[src/rtl/seg7_pkg.sv]
// Shared 7-segment definitions: segment bit positions, digit patterns and a
// pattern-to-digit decode helper.
`default_nettype none

package seg7_pkg;

  localparam int SEG_A = 0;
  localparam int SEG_B = 1;
  localparam int SEG_C = 2;
  localparam int SEG_D = 3;
  localparam int SEG_E = 4;
  localparam int SEG_F = 5;
  localparam int SEG_G = 6;

  localparam logic [6:0] SEG_0     = 7'h3F;
  localparam logic [6:0] SEG_1     = 7'h06;
  localparam logic [6:0] SEG_2     = 7'h5B;
  localparam logic [6:0] SEG_3     = 7'h4F;
  localparam logic [6:0] SEG_4     = 7'h66;
  localparam logic [6:0] SEG_5     = 7'h6D;
  localparam logic [6:0] SEG_6     = 7'h7D;
  localparam logic [6:0] SEG_7     = 7'h07;
  localparam logic [6:0] SEG_8     = 7'h7F;
  localparam logic [6:0] SEG_9     = 7'h6F;
  localparam logic [6:0] SEG_BLANK = 7'h00;

  typedef struct packed {
    logic       valid;
    logic [3:0] digit;
  } digit_t;

  function automatic digit_t decode_seg(input logic [6:0] pattern);
    digit_t res;
    res = '{valid: 1'b1, digit: 4'd0};
    case (pattern)
      SEG_0:   res.digit = 4'd0;
      SEG_1:   res.digit = 4'd1;
      SEG_2:   res.digit = 4'd2;
      SEG_3:   res.digit = 4'd3;
      SEG_4:   res.digit = 4'd4;
      SEG_5:   res.digit = 4'd5;
      SEG_6:   res.digit = 4'd6;
      SEG_7:   res.digit = 4'd7;
      SEG_8:   res.digit = 4'd8;
      SEG_9:   res.digit = 4'd9;
      default: res.valid = 1'b0;
    endcase
    return res;
  endfunction

endpackage

`default_nettype wire

[src/rtl/seg7_decode.sv]
// Combinational 7-segment pattern decoder: returns the digit 0-9 and a flag
// that is low for any pattern that is not a digit (blank included).
`default_nettype none

module seg7_decode
  import seg7_pkg::*;
(
  input  logic [6:0] pattern,
  output logic [3:0] digit,
  output logic       valid
);

  digit_t res;

  always_comb begin
    res   = decode_seg(pattern);
    digit = res.digit;
    valid = res.valid;
  end

endmodule

`default_nettype wire

[src/rtl/seg7_reader.sv]
// Recovers the digit shown on a 7-segment bus: synchronize, de-glitch,
// decode, and check the count-up-and-wrap sequence of the display counter.
`default_nettype none

module seg7_reader
  import seg7_pkg::*;
#(
  parameter int STABLE_CYCLES = 4,
  parameter int CNT_W         = 16,
  parameter int MAX_DIGIT     = 6
) (
  input  logic       clk,
  input  logic       rst,
  input  logic [6:0] seg_in,
  output logic [3:0] digit_out,
  output logic       digit_valid,
  output logic       pattern_invalid,
  output logic       seq_error,
  output logic [7:0] err_count
);

  localparam logic [CNT_W-1:0] STABLE_LIM = CNT_W'(STABLE_CYCLES);
  localparam logic [3:0]       MAX_D      = 4'(MAX_DIGIT);

  logic [6:0]       s1;
  logic [6:0]       s2;
  logic [6:0]       s2_d;
  logic [CNT_W-1:0] cnt;
  logic [6:0]       last_pattern;
  logic [3:0]       prev;
  logic             have_prev;

  logic [3:0]       dec_digit;
  logic             dec_valid;
  logic [3:0]       expected;
  logic             accept;

  seg7_decode u_decode (
    .pattern (s2),
    .digit   (dec_digit),
    .valid   (dec_valid)
  );

  // A digit above MAX_DIGIT still has a successor: plain +1 with 9 wrapping to 0.
  always_comb begin
    if (prev == MAX_D || prev == 4'd9) begin
      expected = 4'd0;
    end else begin
      expected = prev + 4'd1;
    end
  end

  assign accept = (cnt == STABLE_LIM - CNT_W'(1)) && (s2 == s2_d) &&
                  (s2 != last_pattern);

  always_ff @(posedge clk or posedge rst) begin
    if (rst) begin
      s1              <= '0;
      s2              <= '0;
      s2_d            <= '0;
      cnt             <= '0;
      last_pattern    <= 7'h7F;
      prev            <= '0;
      have_prev       <= 1'b0;
      digit_out       <= '0;
      digit_valid     <= 1'b0;
      pattern_invalid <= 1'b0;
      seq_error       <= 1'b0;
      err_count       <= '0;
    end else begin
      s1   <= seg_in;
      s2   <= s1;
      s2_d <= s2;

      // s1/s2 are next cycle's s2/s2_d, so the count is ready as soon as
      // s2 has been stable for STABLE_CYCLES synchronized cycles.
      if (s1 != s2) begin
        cnt <= '0;
      end else if (cnt != STABLE_LIM) begin
        cnt <= cnt + CNT_W'(1);
      end

      digit_valid     <= 1'b0;
      pattern_invalid <= 1'b0;
      seq_error       <= 1'b0;

      if (accept) begin
        last_pattern <= s2;
        if (dec_valid) begin
          digit_out   <= dec_digit;
          digit_valid <= 1'b1;
          if (have_prev && dec_digit != expected) begin
            seq_error <= 1'b1;
            if (err_count != 8'hFF) begin
              err_count <= err_count + 8'd1;
            end
          end
          prev      <= dec_digit;
          have_prev <= 1'b1;
        end else begin
          pattern_invalid <= 1'b1;
          have_prev       <= 1'b0;
        end
      end
    end
  end

endmodule

`default_nettype wire

[config.mk]
export PLATFORM = sky130hd
export DESIGN_NAME = seg7_reader
export DESIGN_NICKNAME = d
export VERILOG_FILES = /design/src/rtl/seg7_pkg.sv /design/src/rtl/seg7_decode.sv /design/src/rtl/seg7_reader.sv
export SDC_FILE = /design/constraint.sdc
export NUM_CORES = 1
export LEC_CHECK = 0
export CAP_MARGIN = 20
export CORE_MARGIN = 1
export CORE_UTILIZATION = 30
export DETAILED_ROUTE_END_ITERATION = 10
export PLACE_DENSITY_LB_ADDON = 0.3
export SETUP_SLACK_MARGIN = 0.4
export SYNTH_ARGS = -nofsm -noshare
export SYNTH_HDL_FRONTEND = slang
export SYNTH_SLANG_ARGS = --single-unit
[constraint.sdc]
create_clock -name clk -period 2.5 [get_ports clk]
set_clock_uncertainty 0.05 [all_clocks]
set_input_delay 0.375 -clock clk [delete_from_list [all_inputs] [get_ports clk]]
set_output_delay 0.375 -clock clk [all_outputs]
set_load 0.05 [all_outputs]
==> key figures <==
Outcome
  • Status: complete, no violations

Worst setup path
  • CP cell instances: or4b_4 > a21oi_4 > or2_1 > a21boi_2 > o221ai_4 > nand3_2 > mux2_4
  • Crit path required time: around 2.7 ns
  • Worst path top cell family by delay: simple AND/OR/NAND/NOR gates
  • RR Endpoint: err_count[1]
  • Setup crit start: s2[6]
  • CP bufs+invs: 0
  • CP max-delay cell: or4b_4
  • R2R cell count: 7
  • Crit path capture type: register
  • Critical path launch point type: register
  • Slowest stage delay, CP: 0.56 ns
  • Reg2reg start: s2[6]
  • WP data arrival: 2.38 ns
  • R2R Setup Slk: 0.29 ns
  • WS Path Type: reg2reg
  • Crit Path Max Fanout: 4

Yosys
  • Post-synthesis xor/xnor area fraction: 12.5%
  • Synth area leaders: dfrtp_1 44%, xnor2_1 7.2%, dfstp_2 6.1%
  • Distinct cells, synth: 51
  • Number of synthesized register bits: 60
  • Post-synth ARST share: 100%
  • Largest family of logic cells by synthesized area: simple AND/OR/NAND/NOR gates
  • Post-synth top area cell: dfrtp_1
  • Synth Warn #: 0
  • Area fraction of the dominant cell type after synthesis: 43.9%
  • Post-synthesis sequential area ratio: approximately 50%
  • EDFF count, synth: 0
  • Post-synthesis cell area: between 3000 and 4000 µm²
  • Syn_area_per_cell: 10.4 µm²
  • Synth Area in Compound Gates: 6.46%
  • Mux contribution to synthesized area: 3.48%
  • Synth Area in Simple Gates: a little over a fifth
  • Synth Area in Adders: approximately 2.5%
  • Post-Synthesis Cells: 290
  • Top FF cell, synth: dfrtp_1
  • Syn_nets: 305

Clock network
  • Clock-pin slew on the worst setup and hold paths: around 0.060 ns
  • H-Tree Depth: 3
  • Num CTS Buffers: 9
  • CTS tree: yes
  • Skew-Pair Late Insertion Delay: 0.34 ns
  • Number of buffers added to fix hold violations after cts: 0
  • Clock sinks: 60
  • Clk root buf: clkbuf_8
  • CTS Buffer Depth: 2

Timing
  • Hold Vio Cnt, Final: 0
  • Tightest Pin Transition: 0.509 ns
  • RSZ-0062 raised after global routing: yes
  • Final hold slack: 0.325 ns
  • Final setup vio count: 0
  • Worst slew margin: 66.0%
  • Final min period: about 2.2 ns
  • Part of the cycle the worst path needs: 88.6%
  • Fmax: 0.452 GHz
  • Setup WS post-layout: 0.285 ns
  • Setup TNS: 0 ns
  • Slew Limit Fails: 0

Drt
  • Final ANT Viol Nets: 0
  • Wire per inst: 13.4 µm
  • Initial drt markers: 77
  • Remaining DRCs: 0
  • Via count: 2221
  • Total wire length: 6.42 mm
  • DR vias/cell: between 4 and 5
  • First-pass iteration count of the detailed router: 5

Power and ir drop
  • PnR Total Power: approximately 1900 µW
  • Combinational share of power: 7.4%
  • Internal power: 1460 µW
  • PD cells: 473 nW/µm²
  • Switching power total: about 440 µW
  • Clock Power Share: 39.8%
  • Leakage: 0.00163 µW
  • Sw Ratio: 23.3%
  • Peak VDD IR: 0.000330 V
  • Sequential power share: 52.8%

Floorplanning
  • Core area: 9770 µm²
  • Num ports: 24
  • Rows: 36
  • Initial core utilization: 30.9%
  • Die area: 10500 µm²
  • Die span in x: 102 µm
  • Die Span Y: 102 µm

GRT
  • Number of global-route vias before repair: 2180
  • Initial antenna violation count: 0
  • Largest net degree at the start of global routing: 31
  • GRT Util Overall: between 10% and 20%
  • First-pass GRT wire length: 10.5 mm
  • Gr ovfl total: 0

Hold path
  • Hold Crit Class: in2async

Cells and area
  • Area Overhead vs Synth: 33.6%
  • Layout cells sized above 1: roughly 31%
  • Most common cell after layout, fill and taps aside: dfrtp_1
  • Final nets: 358
  • Ant. Diodes: 0
  • Most frequent cells in the layout: 46 x dfrtp_1, 28 x nor2_1, 22 x buf_4, 21 x xnor2_1, 21 x clkdlybuf4s50_1

Place
  • Gpl congestion: roughly 0.8
  • Setup Slack @ Placement: 0.241 ns
  • Final HPWL DP: 4.18 mm
  • Buffers on Ports: 23

Flow run
  • # Max-Cap Violations: 0
-- stage by stage --
stage / area [µm²] / utilization [%] / cells
after global routing: 4040 / 41.3 / 480
after floorplan: 3060 / - / 290
after CTS: 3800 / 38.9 / 469
after global placement: 3520 / 36.0 / 449
after detailed placement: 3520 / 36.0 / 449
final: 4040 / 41.3 / 480
-- cell families after synthesis --
group / Yosys count
AO/OA/AOI/OAI: 27
XOR/XNOR: 43
adder cells (fa/ha/maj): 6
buffers and inverters: 26
flip-flops: 60
multiplexers: 9
AND/OR/NAND/NOR: 119
-- sequential cells by signal, indices dropped and copies added (netlist names) --
signal	flops
pattern_invalid	1
s2	7
prev	4
s2_d	7
seq_error	1
s1	7
cnt	16
have_prev	1
err_count	8
last_pattern	7
digit_valid	1
-- power groups by stage --
| stage | sequential (µW) | combinational, µW | clock, µW |
|---|---|---|---|
| 3_5_place_dp | 1020 | 116 | 0 |
| 6_report | 1010 | 141 | 760 |
| 4_1_cts | 1010 | 123 | 792 |
| 5_1_grt | 1010 | 157 | 832 |
| 2_1_floorplan | 1020 | 79.9 | 0 |
| 3_3_place_gp | 1020 | 116 | 0 |
-- routing by layer --
metal / share of wire [%] / GRT usage, %
met1: 48 / 17.7
met2: 47 / 20.1
met3: 3.0 / 3.28
met4: 1.8 / 5.93
met5: 0 / 0
-- how the worst max path moves through the flow --
stage / to / depth (start not counted)
2_1_floorplan: err_count[1] / 9
3_3_place_gp: err_count[1] / 8
6_report: err_count[1] / 7
3_5_place_dp: err_count[1] / 7
5_1_grt: err_count[1] / 9
4_1_cts: err_count[1] / 9
-- cell usage after synthesis, drive strengths merged (2+ instances only) --
| master | number |
|---|---|
| inv | 13 |
| nand2 | 17 |
| clkbuf | 3 |
| nor2 | 29 |
| nor4 | 5 |
| or3 | 4 |
| nand3 | 13 |
| a21oi | 8 |
| or2 | 2 |
| nand2b | 7 |
| buf | 10 |
| nand4 | 12 |
| dfstp | 7 |
| o21ai | 6 |
| mux2 | 9 |
| dfrtp | 53 |
| xor2 | 18 |
| nor2b | 3 |
| and3 | 7 |
| xnor2 | 25 |
| nor3 | 11 |
| ha | 6 |
-- cell type report --
| type | instances | area [µm²] |
|---|---|---|
| sequential | 60 | 1520 |
| clock inverter | 2 | 12.5 |
| multi-input combinational | 204 | 1610 |
| timing repair buffer | 55 | 522 |
| inverter | 13 | 48.8 |
| tap | 133 | 166 |
| clock buffer | 13 | 159 |
| fill | 950 | 5740 |
-- worst reg2reg max path: cells and delay by family, from the launching register on --
family          cells  cell delay, ns
mux                 1            0.31
compound gates      3            0.48
flops               1            0.43
simple gates        3            0.84
-- repair_timing --
item                       in CTS  in global routing
setup buffers                   5                 10
pin swaps                       4                 16
setup endpoints to repair      19                 22
gates cloned                    0                  1
resized for setup              17                 36
Note: power is estimated with default switching activity, not from simulation.
